<file path="src/rtl/mac_multi_acc_if.sv">
// mac_multi_acc_if
//   Operand/result bundle between the EXU issue logic and the multi-accumulator
//   MAC unit. clk and rst are plain ports on the MAC and are not carried here.
//   master : issue side; drives freeze, flush, in_* and observes in_ready, out_*, busy
//   slave  : the MAC unit itself
//   Signals:
//     freeze, flush          global stall / pipeline kill
//     in_valid, in_ready     op handshake (in_ready = ~freeze)
//     in_op                  00 MUL, 01 MAC, 10 MSU, 11 CLR
//     in_signed              operand interpretation
//     in_acc_idx             accumulator selector
//     in_a, in_b             operands
//     in_rd_addr, in_tag     writeback routing carried through the pipe
//     out_valid              one-cycle result strobe
//     out_data, out_rd_addr, out_tag, out_sat   retiring op
//     busy                   any stage occupied
interface mac_multi_acc_if #(
    parameter int OPW  = 16,
    parameter int ACCW = 40,
    parameter int NACC = 4,
    parameter int TAGW = 32
);
    localparam int IDXW = (NACC > 1) ? $clog2(NACC) : 1;

    logic            freeze;
    logic            flush;
    logic            in_valid;
    logic            in_ready;
    logic [1:0]      in_op;
    logic            in_signed;
    logic [IDXW-1:0] in_acc_idx;
    logic [OPW-1:0]  in_a;
    logic [OPW-1:0]  in_b;
    logic [4:0]      in_rd_addr;
    logic [TAGW-1:0] in_tag;
    logic            out_valid;
    logic [ACCW-1:0] out_data;
    logic [4:0]      out_rd_addr;
    logic [TAGW-1:0] out_tag;
    logic            out_sat;
    logic            busy;

    modport master (
        output freeze, flush, in_valid, in_op, in_signed, in_acc_idx, in_a, in_b, in_rd_addr, in_tag,
        input  in_ready, out_valid, out_data, out_rd_addr, out_tag, out_sat, busy
    );

    modport slave (
        input  freeze, flush, in_valid, in_op, in_signed, in_acc_idx, in_a, in_b, in_rd_addr, in_tag,
        output in_ready, out_valid, out_data, out_rd_addr, out_tag, out_sat, busy
    );
endinterface

</file>
<file path="src/rtl/mac_multi_acc.sv">
// mac_multi_acc
//   Four-stage pipelined multiply-accumulate unit with NACC accumulators.
//   S1 captures the op, S2 forms radix-4 Booth partial products, S3 sums them
//   into a 2*OPW product, S4 extends/accumulates and commits the accumulator.
//   Optional feature macro: MAC_SAT_EN (saturating MAC/MSU; otherwise wrap).
//   Ports:
//     clk  clock
//     rst  asynchronous reset, active-high
//     bus  mac_multi_acc_if.slave (freeze/flush, in_* op, out_* result, busy)
module mac_multi_acc #(
    parameter int OPW  = 16,
    parameter int ACCW = 40,
    parameter int NACC = 4,
    parameter int TAGW = 32
) (
    input logic            clk,
    input logic            rst,
    mac_multi_acc_if.slave bus
);
    localparam int IDXW = (NACC > 1) ? $clog2(NACC) : 1;
    localparam int PW   = 2 * OPW;
    // Operands are extended by two bits so unsigned inputs fit the signed Booth
    // recoding; this adds one partial product over the signed case.
    localparam int NPP  = OPW / 2 + 1;
`ifdef MAC_SAT_EN
    localparam int SW   = ACCW + 1;   // one extra bit exposes overflow/borrow
`else
    localparam int SW   = ACCW;
`endif

    typedef enum logic [1:0] {OP_MUL = 2'b00, OP_MAC = 2'b01, OP_MSU = 2'b10, OP_CLR = 2'b11} op_e;

    typedef struct packed {
        op_e             op;
        logic            sgn;
        logic [IDXW-1:0] idx;
        logic [4:0]      rd;
        logic [TAGW-1:0] tag;
    } meta_t;

    logic            s1_valid_q, s1_valid_d, s2_valid_q, s2_valid_d;
    logic            s3_valid_q, s3_valid_d, s4_valid_q, s4_valid_d;
    meta_t           s1_meta_q, s1_meta_d, s2_meta_q, s2_meta_d, s3_meta_q, s3_meta_d;
    logic [OPW-1:0]  s1_a_q, s1_a_d, s1_b_q, s1_b_d;
    logic [PW-1:0]   s2_pp_q [NPP];
    logic [PW-1:0]   s2_pp_d [NPP];
    logic [PW-1:0]   s3_prod_q, s3_prod_d;
    logic [ACCW-1:0] s4_data_q, s4_data_d;
    logic [4:0]      s4_rd_q, s4_rd_d;
    logic [TAGW-1:0] s4_tag_q, s4_tag_d;
    logic [ACCW-1:0] acc_q [NACC];
    logic [ACCW-1:0] acc_d [NACC];
`ifdef MAC_SAT_EN
    logic            s4_sat_q, s4_sat_d;
`endif

    logic [PW-1:0]    a_ext, mag;
    logic [OPW+2:0]   b_pad;
    logic [2:0]       trip;
    logic [IDXW-1:0]  idx_eff;
    logic [ACCW-1:0]  acc_cur, prod_ext, res;
    logic [SW-1:0]    acc_w, prod_w, sum_w;

    always_comb begin
        // S1: capture
        s1_valid_d = bus.in_valid & ~bus.flush;
        s1_meta_d  = '{op: op_e'(bus.in_op), sgn: bus.in_signed, idx: bus.in_acc_idx,
                       rd: bus.in_rd_addr, tag: bus.in_tag};
        s1_a_d     = bus.in_a;
        s1_b_d     = bus.in_b;

        // S2: radix-4 Booth partial products, each pre-shifted and kept mod 2^PW
        if (s1_meta_q.sgn) begin
            a_ext = PW'($signed(s1_a_q));
            b_pad = {{2{s1_b_q[OPW-1]}}, s1_b_q, 1'b0};
        end else begin
            a_ext = PW'(s1_a_q);
            b_pad = {2'b00, s1_b_q, 1'b0};
        end
        trip = 3'b000;
        mag  = '0;
        for (int i = 0; i < NPP; i++) begin
            trip = b_pad[2*i +: 3];
            case (trip)
                3'b001, 3'b010, 3'b101, 3'b110: mag = a_ext;
                3'b011, 3'b100:                 mag = a_ext << 1;
                default:                        mag = '0;
            endcase
            s2_pp_d[i] = (trip[2] ? (PW'(0) - mag) : mag) << (2 * i);
        end
        s2_valid_d = s1_valid_q & ~bus.flush;
        s2_meta_d  = s1_meta_q;

        // S3: reduce
        s3_prod_d = '0;
        for (int i = 0; i < NPP; i++) begin
            s3_prod_d = s3_prod_d + s2_pp_q[i];
        end
        s3_valid_d = s2_valid_q & ~bus.flush;
        s3_meta_d  = s2_meta_q;

        // S4: reads the committed accumulator, so a dependent op one cycle
        // behind already sees the previous result without forwarding.
        idx_eff = (NACC > 1) ? s3_meta_q.idx : '0;
        acc_cur = acc_q[idx_eff];
        if (s3_meta_q.sgn) begin
            prod_ext = ACCW'($signed(s3_prod_q));
            acc_w    = SW'($signed(acc_cur));
            prod_w   = SW'($signed(prod_ext));
        end else begin
            prod_ext = ACCW'(s3_prod_q);
            acc_w    = SW'(acc_cur);
            prod_w   = SW'(prod_ext);
        end
        sum_w = (s3_meta_q.op == OP_MSU) ? (acc_w - prod_w) : (acc_w + prod_w);
        case (s3_meta_q.op)
            OP_MUL:  res = prod_ext;
            OP_CLR:  res = '0;
            default: res = sum_w[ACCW-1:0];
        endcase
`ifdef MAC_SAT_EN
        s4_sat_d = s4_sat_q;
        if (s3_valid_q && !bus.flush) begin
            s4_sat_d = 1'b0;
        end
        if (s3_meta_q.op == OP_MAC || s3_meta_q.op == OP_MSU) begin
            if (s3_meta_q.sgn) begin
                if (sum_w[ACCW] != sum_w[ACCW-1]) begin
                    res = sum_w[ACCW] ? {1'b1, {(ACCW-1){1'b0}}} : {1'b0, {(ACCW-1){1'b1}}};
                    if (s3_valid_q && !bus.flush) s4_sat_d = 1'b1;
                end
            end else if (sum_w[ACCW]) begin
                // carry on MAC clamps high, borrow on MSU clamps to zero
                res = (s3_meta_q.op == OP_MAC) ? '1 : '0;
                if (s3_valid_q && !bus.flush) s4_sat_d = 1'b1;
            end
        end
`endif
        s4_valid_d = s3_valid_q & ~bus.flush;
        s4_data_d  = s4_data_q;
        s4_rd_d    = s4_rd_q;
        s4_tag_d   = s4_tag_q;
        acc_d      = acc_q;
        if (s4_valid_d) begin
            s4_data_d = res;
            s4_rd_d   = s3_meta_q.rd;
            s4_tag_d  = s3_meta_q.tag;
            if (s3_meta_q.op != OP_MUL) begin
                acc_d[idx_eff] = res;
            end
        end
    end

    always_ff @(posedge clk or posedge rst) begin
        if (rst) begin
            s1_valid_q <= 1'b0;
            s2_valid_q <= 1'b0;
            s3_valid_q <= 1'b0;
            s4_valid_q <= 1'b0;
            s1_meta_q  <= '0;
            s2_meta_q  <= '0;
            s3_meta_q  <= '0;
            s1_a_q     <= '0;
            s1_b_q     <= '0;
            s2_pp_q    <= '{default: '0};
            s3_prod_q  <= '0;
            s4_data_q  <= '0;
            s4_rd_q    <= '0;
            s4_tag_q   <= '0;
            acc_q      <= '{default: '0};
`ifdef MAC_SAT_EN
            s4_sat_q   <= 1'b0;
`endif
        end else if (!bus.freeze) begin
            s1_valid_q <= s1_valid_d;
            s2_valid_q <= s2_valid_d;
            s3_valid_q <= s3_valid_d;
            s4_valid_q <= s4_valid_d;
            s1_meta_q  <= s1_meta_d;
            s2_meta_q  <= s2_meta_d;
            s3_meta_q  <= s3_meta_d;
            s1_a_q     <= s1_a_d;
            s1_b_q     <= s1_b_d;
            s2_pp_q    <= s2_pp_d;
            s3_prod_q  <= s3_prod_d;
            s4_data_q  <= s4_data_d;
            s4_rd_q    <= s4_rd_d;
            s4_tag_q   <= s4_tag_d;
            acc_q      <= acc_d;
`ifdef MAC_SAT_EN
            s4_sat_q   <= s4_sat_d;
`endif
        end
    end

    assign bus.in_ready    = ~bus.freeze;
    // Gating with freeze keeps a held S4 op from strobing more than once.
    assign bus.out_valid   = s4_valid_q & ~bus.freeze;
    assign bus.out_data    = s4_data_q;
    assign bus.out_rd_addr = s4_rd_q;
    assign bus.out_tag     = s4_tag_q;
    assign bus.busy        = s1_valid_q | s2_valid_q | s3_valid_q | s4_valid_q;
`ifdef MAC_SAT_EN
    assign bus.out_sat     = s4_sat_q;
`else
    assign bus.out_sat     = 1'b0;
`endif
endmodule

</file>
<file path="src/flat_wrapper.sv">
// flat-port wrapper written by rule: the top's interface ports become plain ports
module mac_multi_acc_flat 
#(
    parameter int OPW  = 16,
    parameter int ACCW = 40,
    parameter int NACC = 4,
    parameter int TAGW = 32
)
  (clk, rst, bus_freeze, bus_flush, bus_in_valid, bus_in_op, bus_in_signed, bus_in_acc_idx, bus_in_a, bus_in_b, bus_in_rd_addr, bus_in_tag, bus_in_ready, bus_out_valid, bus_out_data, bus_out_rd_addr, bus_out_tag, bus_out_sat, bus_busy);
  mac_multi_acc_if #(.OPW(OPW), .ACCW(ACCW), .NACC(NACC), .TAGW(TAGW)) bus_i ();
  input logic clk;
  input logic rst;
  input wire logic [$bits(bus_i.freeze)-1:0] bus_freeze;
  input wire logic [$bits(bus_i.flush)-1:0] bus_flush;
  input wire logic [$bits(bus_i.in_valid)-1:0] bus_in_valid;
  input wire logic [$bits(bus_i.in_op)-1:0] bus_in_op;
  input wire logic [$bits(bus_i.in_signed)-1:0] bus_in_signed;
  input wire logic [$bits(bus_i.in_acc_idx)-1:0] bus_in_acc_idx;
  input wire logic [$bits(bus_i.in_a)-1:0] bus_in_a;
  input wire logic [$bits(bus_i.in_b)-1:0] bus_in_b;
  input wire logic [$bits(bus_i.in_rd_addr)-1:0] bus_in_rd_addr;
  input wire logic [$bits(bus_i.in_tag)-1:0] bus_in_tag;
  output wire logic [$bits(bus_i.in_ready)-1:0] bus_in_ready;
  output wire logic [$bits(bus_i.out_valid)-1:0] bus_out_valid;
  output wire logic [$bits(bus_i.out_data)-1:0] bus_out_data;
  output wire logic [$bits(bus_i.out_rd_addr)-1:0] bus_out_rd_addr;
  output wire logic [$bits(bus_i.out_tag)-1:0] bus_out_tag;
  output wire logic [$bits(bus_i.out_sat)-1:0] bus_out_sat;
  output wire logic [$bits(bus_i.busy)-1:0] bus_busy;
  assign bus_i.freeze = bus_freeze;
  assign bus_i.flush = bus_flush;
  assign bus_i.in_valid = bus_in_valid;
  assign bus_i.in_op = bus_in_op;
  assign bus_i.in_signed = bus_in_signed;
  assign bus_i.in_acc_idx = bus_in_acc_idx;
  assign bus_i.in_a = bus_in_a;
  assign bus_i.in_b = bus_in_b;
  assign bus_i.in_rd_addr = bus_in_rd_addr;
  assign bus_i.in_tag = bus_in_tag;
  assign bus_in_ready = bus_i.in_ready;
  assign bus_out_valid = bus_i.out_valid;
  assign bus_out_data = bus_i.out_data;
  assign bus_out_rd_addr = bus_i.out_rd_addr;
  assign bus_out_tag = bus_i.out_tag;
  assign bus_out_sat = bus_i.out_sat;
  assign bus_busy = bus_i.busy;
  mac_multi_acc #(.OPW(OPW), .ACCW(ACCW), .NACC(NACC), .TAGW(TAGW)) u_core (.clk(clk), .rst(rst), .bus(bus_i));
endmodule
</file>
<file path="config.mk">
export PLATFORM = sky130hd
export DESIGN_NAME = mac_multi_acc_flat
export DESIGN_NICKNAME = d
export VERILOG_FILES = /design/src/rtl/mac_multi_acc_if.sv /design/src/rtl/mac_multi_acc.sv /design/src/flat_wrapper.sv
export SDC_FILE = /design/constraint.sdc
export NUM_CORES = 2
export LEC_CHECK = 0
export BUFFER_PORTS_ARGS = -buffer_cell sky130_fd_sc_hd__buf_2
export CAP_MARGIN = 20
export CORE_UTILIZATION = 45
export DETAILED_ROUTE_END_ITERATION = 12
export MAX_ROUTING_LAYER = met4
export PLACE_DENSITY = 0.63
export SKIP_CTS_REPAIR_TIMING = 1
export SLEW_MARGIN = 20
export SYNTH_ARGS = -nofsm -noshare
export SYNTH_HDL_FRONTEND = slang
export SYNTH_SLANG_ARGS = --single-unit
export TNS_END_PERCENT = 20
</file>
<file path="constraint.sdc">
create_clock -name clk -period 20.9 [get_ports clk]
set_input_delay 3.135 -clock clk [delete_from_list [all_inputs] [get_ports clk]]
set_output_delay 3.135 -clock clk [all_outputs]
set_load 0.005 [all_outputs]
</file>
==> Word-level counts from Yosys, hierarchy flattened <==
Index checks and enable logic that the tools add are counted.
{ "classes": {"addsub": 19, "order_cmp": 2, "n_eq_ne": 56, "mux": 29, "bitwise": 11, "n_reduce_logical": 23} }
{ "ops": {"columns": ["op", "count"], "rows": [
  ["adder 32 bit", 8],
  ["two-way mux 40 bit", 5],
  ["bitwise mux 160 bit", 1],
  ["equality test 3 bit (second input constant)", 27],
  ["binary-select mux 40 bit (select 2 bit)", 1],
  ["demux 40 bit (select 2 bit)", 1],
  ["case mux 40 bit (2 select lines)", 1],
  ["two-way mux 32 bit", 2],
  ["case mux 32 bit (2 select lines)", 1],
  ["case mux 30 bit (2 select lines)", 1],
  ["case mux 28 bit (2 select lines)", 1],
  ["equality test 3 x 2 -> 1 bit (second input constant)", 18],
  ["case mux 26 bit (2 select lines)", 1],
  ["case mux 24 bit (2 select lines)", 1],
  ["case mux 22 bit (2 select lines)", 1],
  ["adder 40 bit", 1],
  ["case mux 20 bit (2 select lines)", 1],
  ["subtractor 40 bit", 1],
  ["case mux 18 bit (2 select lines)", 1],
  ["OR reduction 4 bit", 9],
  ["case mux 16 bit (2 select lines)", 1],
  ["subtractor 1 x 32 -> 32 bit (first input constant)", 1],
  ["two-way mux 30 bit", 1],
  ["subtractor 1 x 30 -> 30 bit (first input constant)", 1],
  ["29 further kinds", 53]
]} }
{ "totals": {"register_bits": 647, "inputBits": 79, "out_inout_bits": 81, "wordCells": 178} }

==> Logic depth before layout (Yosys ltp) <==
{ "depth": {"ltp_word": 8, "ltp_mapped": 21, "ltp_nobuf": 21} }

==> Least setup slack after synthesis <==
Ideal clock, no wire load.
{ "synth_timing": {"path_kind": "input port to output port", "from": "input port bus_freeze", "to": "output port bus_out_valid", "arrival_ns": 4.043, "required_time_ns": 17.765, "path_slack_ns": 13.722, "path_stages": 4, "n_path_buf": 3, "cell_sequence": "clkbuf_1 > clkbuf_1 > clkbuf_1 > nor2b_1"} }
{ "synth_between": {"elab_chain_cells": 2} }
{ "synth_rtl": {"columns": ["item", "line", "source"], "rows": [
  ["start: declaration", "flat_wrapper.sv:13", "input wire logic [$bits(bus_i.freeze)-1:0] bus_freeze;"],
  ["NOT 1 bit", "mac_multi_acc.sv:198", "assign bus.out_valid = s4_valid_q & ~bus.freeze;"],
  ["AND 1 bit", "mac_multi_acc.sv:198", null],
  ["end: declaration", "flat_wrapper.sv:24", "output wire logic [$bits(bus_i.out_valid)-1:0] bus_out_valid;"]
]} }
Every way passes these cells.

==> Worst setup path after layout <==
Ends and elaborated chain as after synthesis.

==> flow_summary.yaml <==
synth:
  synth_seq_cells: 647
  synth_cell_types: 102
  synth_edf_count: 0
  synthesis.nets: 4591
  postSynthCellCount: 4265
  synth_flop_cell: "dfrtp_1"
  netlist_area_sq_mm: 0.0401
  yosysSeqAreaShare_pct: 40.4
  synth_area_per_cell_sq_um: 9.39
  ys_async_sr_fraction_pct: 100
  yosysWarnings: 0
finish:
  antennaDiodeCount: 0
  fin_cells: 5479
  multi_input_area_sq_mm: 0.0215
  postLayoutCellArea_sq_mm: 0.0442
  drive_above_1_share_pct: 14.9
  n_fill_cell: 8207
  syn_to_final_growth_pct: 10.3
  layout.nets: 4585
  seq_area_sq_mm: 0.0162
worst_setup_path:
  crit_path_start_kind: "input pin"
  slowest_stage: "buf_4"
  worst-path-buf-inv: 3
  crit_type: "in2out"
  path_cells: "buf_8 > buf_4 > nor2b_1 > buf_2"
  arrival_ns: 4.37
  end_kind: "primary output"
  required_ns: 17.77
  crit_family: "buffers and inverters"
  max_stage_delay_ns: 0.61
  cp_max_fo: 64
power:
  pwr-share-seq_pct: 21.4
  p_per_area_mw_per_mm2: 185
  peakVddDrop_mv: 0.294
  switching_power_w: 0.00370
  p_leak_nw: 20.2
  clkPwrFrac_pct: 16.7
  p_comb_share_pct: 61.9
  p_sw_share_pct: 45.4
  power_w: 0.00816
  intPower_w: 0.00446
route:
  drc: 2
  via_per_inst: 5.68
  drt_iter0_drc: 2872
  drtAntennaViolNets: 0
  drt-total-wl_um: 107000
  vias: 31100
  wl_per_cell_um: 19.5
  firstDrtPassIters: 12
global_routing:
  grt_overflow: 0
  grt_pass1_vias: 29700
  grt_use_total_pct: 24.7
  antenna_found_initial: 0
  grt_max_degree: 173
  grt_first_pass_wirelength_um: 171000
timing:
  skew_ns: 0.0342
  hold_viol_final: 0
  setup_viol: 0
  fin_crit_sh_pct: 35.9
  relSlewSlack_pct: 28.7
  min_period_ns: 7.51
  slew_viol_final: 0
  finalWorstSetupSlack_ns: 13.39
  rsz0062_at_grt: "no"
  max_slew.worst_pin.slew_ns: 1.06
  fmax_mhz: 133
  fin_tns_setup_ns: 0
floorplanning:
  dieArea_sq_mm: 0.0902
  initial_utilization_pct: 45.4
  coreArea_sq_mm: 0.0882
  fp.dieW_um: 300
  die_h_um: 300
  fp-row-count: 109
  ioPinCount: 160
clock_network:
  cts-root-buf: "clkbuf_16"
  cts_max_level: 3
  clk_latency_ns: 0.65
  cts.clk_slew.worst_paths_ns: 0.06
  clock_sinks: 647
  clockBufferDepth: 3
  cts_buffers: 76
  cts_tree: "built"
status:
  violations: "DRC"
  status: "finished, violations left"
hold_path:
  hold_path_class: "reg2reg"
placed_design:
  place_congestion: 0.902
  port_buffers: 158
  place_ws_ns: 13.18
  hpwlAfterDp_um: 73600
  dpl.cell_count: 5346
  place_area_sq_mm: 0.0416
run:
  cap_violations: 0
==> sequential cells by signal, indices dropped and copies added (netlist names) <==
signal and count:
u_core.acc_q 160, u_core.s1_meta_q 42, u_core.s1_valid_q 1, u_core.s4_valid_q 1, u_core.bus.out_data 40, u_core.s1_a_q 16
u_core.s3_prod_q 32, u_core.bus.out_rd_addr 5, u_core.s3_meta_q 40, u_core.s1_b_q 16, u_core.s2_pp_q 216, u_core.idx_eff 2
u_core.s2_valid_q 1, u_core.bus.out_tag 32, u_core.s3_valid_q 1, u_core.s2_meta_q 42
==> logic make-up after synthesis <==
family,Yosys count,synth area share (%)
XOR/XNOR,207,4.53
flip-flops,647,40.4
other,1,0.00936
AO/OA/AOI/OAI,1179,18.3
AND/OR/NAND/NOR,1119,12.3
adder cells (fa/ha/maj),247,10.5
buffers and inverters,621,6.08
multiplexers,244,7.98
==> per-layer routing <==
metal / track usage (%) / up-vias / routed length, um
met3: 3.33 / 174 / 6570
met4: 6.55 / 0 / 2780
met1: 34.9 / 15300 / 49200
li1: - / 14700 / -
met2: 37.2 / 1013 / 48600
met5: - / - / 0
==> final cells by class <==
type,count,area share [%]
clock buffer,111,5.06
clock inverter,22,0.722
inverter,309,2.63
multi-input combinational,2997,48.6
sequential,647,36.6
tap,1165,3.30
timing repair buffer,228,3.07
==> power by group through the flow <==
stage	Combinational, W	Clock, W	Sequential (W)
2_1_floorplan	0.00380	0	0.00169
3_3_place_gp	0.00497	0	0.00176
3_5_place_dp	0.00503	0	0.00177
4_1_cts	0.00507	0.00139	0.00175
5_1_grt	0.00568	0.00144	0.00178
6_report	0.00505	0.00136	0.00175
==> final timing paths <==
kind,start,to,slack (ns),depth (start not counted)
min in group asynchronous,rst,u_core.bus.out_rd_addr[2],2.70,3
setup reg to reg,u_core.s2_pp_q[76],u_core.s3_prod_q[30],15.29,17
max in group asynchronous,rst,u_core.s1_b_q[1],15.20,6
hold / removal,u_core.s3_meta_q[29],u_core.bus.out_tag[29],0.46,2
setup / recovery,bus_freeze,bus_out_valid,13.39,4
hold reg to reg,u_core.s3_meta_q[29],u_core.bus.out_tag[29],0.46,2
==> worst reg2reg max path: cells and delay by family, from the launching register on <==
family          cells  cell delay, ns
flops               1            0.35
xor+xnor            1            0.21
buf+inv             2            0.17
simple gates        1            0.14
fa+ha+maj           5            2.59
compound gates      8            2.00
==> cell usage in the layout, fill, tap and decap left out, types with 49 or more instances in the layout <==
| cell type | count |
|---|---|
| xnor2_1 | 146 |
| a21oi_1 | 259 |
| buf_2 | 157 |
| inv_1 | 302 |
| a31oi_1 | 49 |
| o21ai_0 | 450 |
| dfrtp_1 | 644 |
| ha_1 | 101 |
| mux2_2 | 188 |
| a221oi_1 | 69 |
| nor2_1 | 148 |
| nand2_1 | 693 |
| fa_1 | 146 |
| a22oi_1 | 64 |
| buf_4 | 67 |
| a21o_1 | 72 |
| xor2_1 | 60 |
| clkbuf_16 | 79 |
==> through the flow <==
step / hold WS (ns) / utilization [%]
final: 0.459 / 50.1
after global routing: 0.480 / 50.1
after floorplan: 0.433 / -
after CTS: 0.455 / 50.1
after detailed placement: 0.443 / 47.2
after global placement: 0.445 / 47.2
==> Yosys cell counts, types with 14 or more instances <==
cell type	number	share of area, %
mux2i_1	14	0.35
mux4_2	40	2.2
a211oi_1	22	0.41
buf_1	35	0.33
mux2_2	188	5.3
nand4_1	17	0.27
xor2_1	61	1.3
clkbuf_1	246	2.3
xnor2_1	146	3.2
a21o_1	72	1.3
o211ai_1	22	0.41
o31ai_1	22	0.41
nor2b_1	29	0.45
nor3_1	27	0.34
dfrtp_1	647	40
fa_1	146	7.3
nand2b_1	32	0.50
a22oi_1	64	1.2
a221oi_1	69	1.5
nand3_1	42	0.52
or2_2	15	0.23
nor2_1	148	1.4
buf_2	21	0.26
ha_1	101	3.2
o21a_1	16	0.30
inv_1	303	2.8
a21oi_1	259	3.2
and3_1	40	0.62
o21ai_0	450	5.6
a31oi_1	49	0.77
nand2_1	694	6.5
Note: power is estimated with default switching activity, not from simulation.
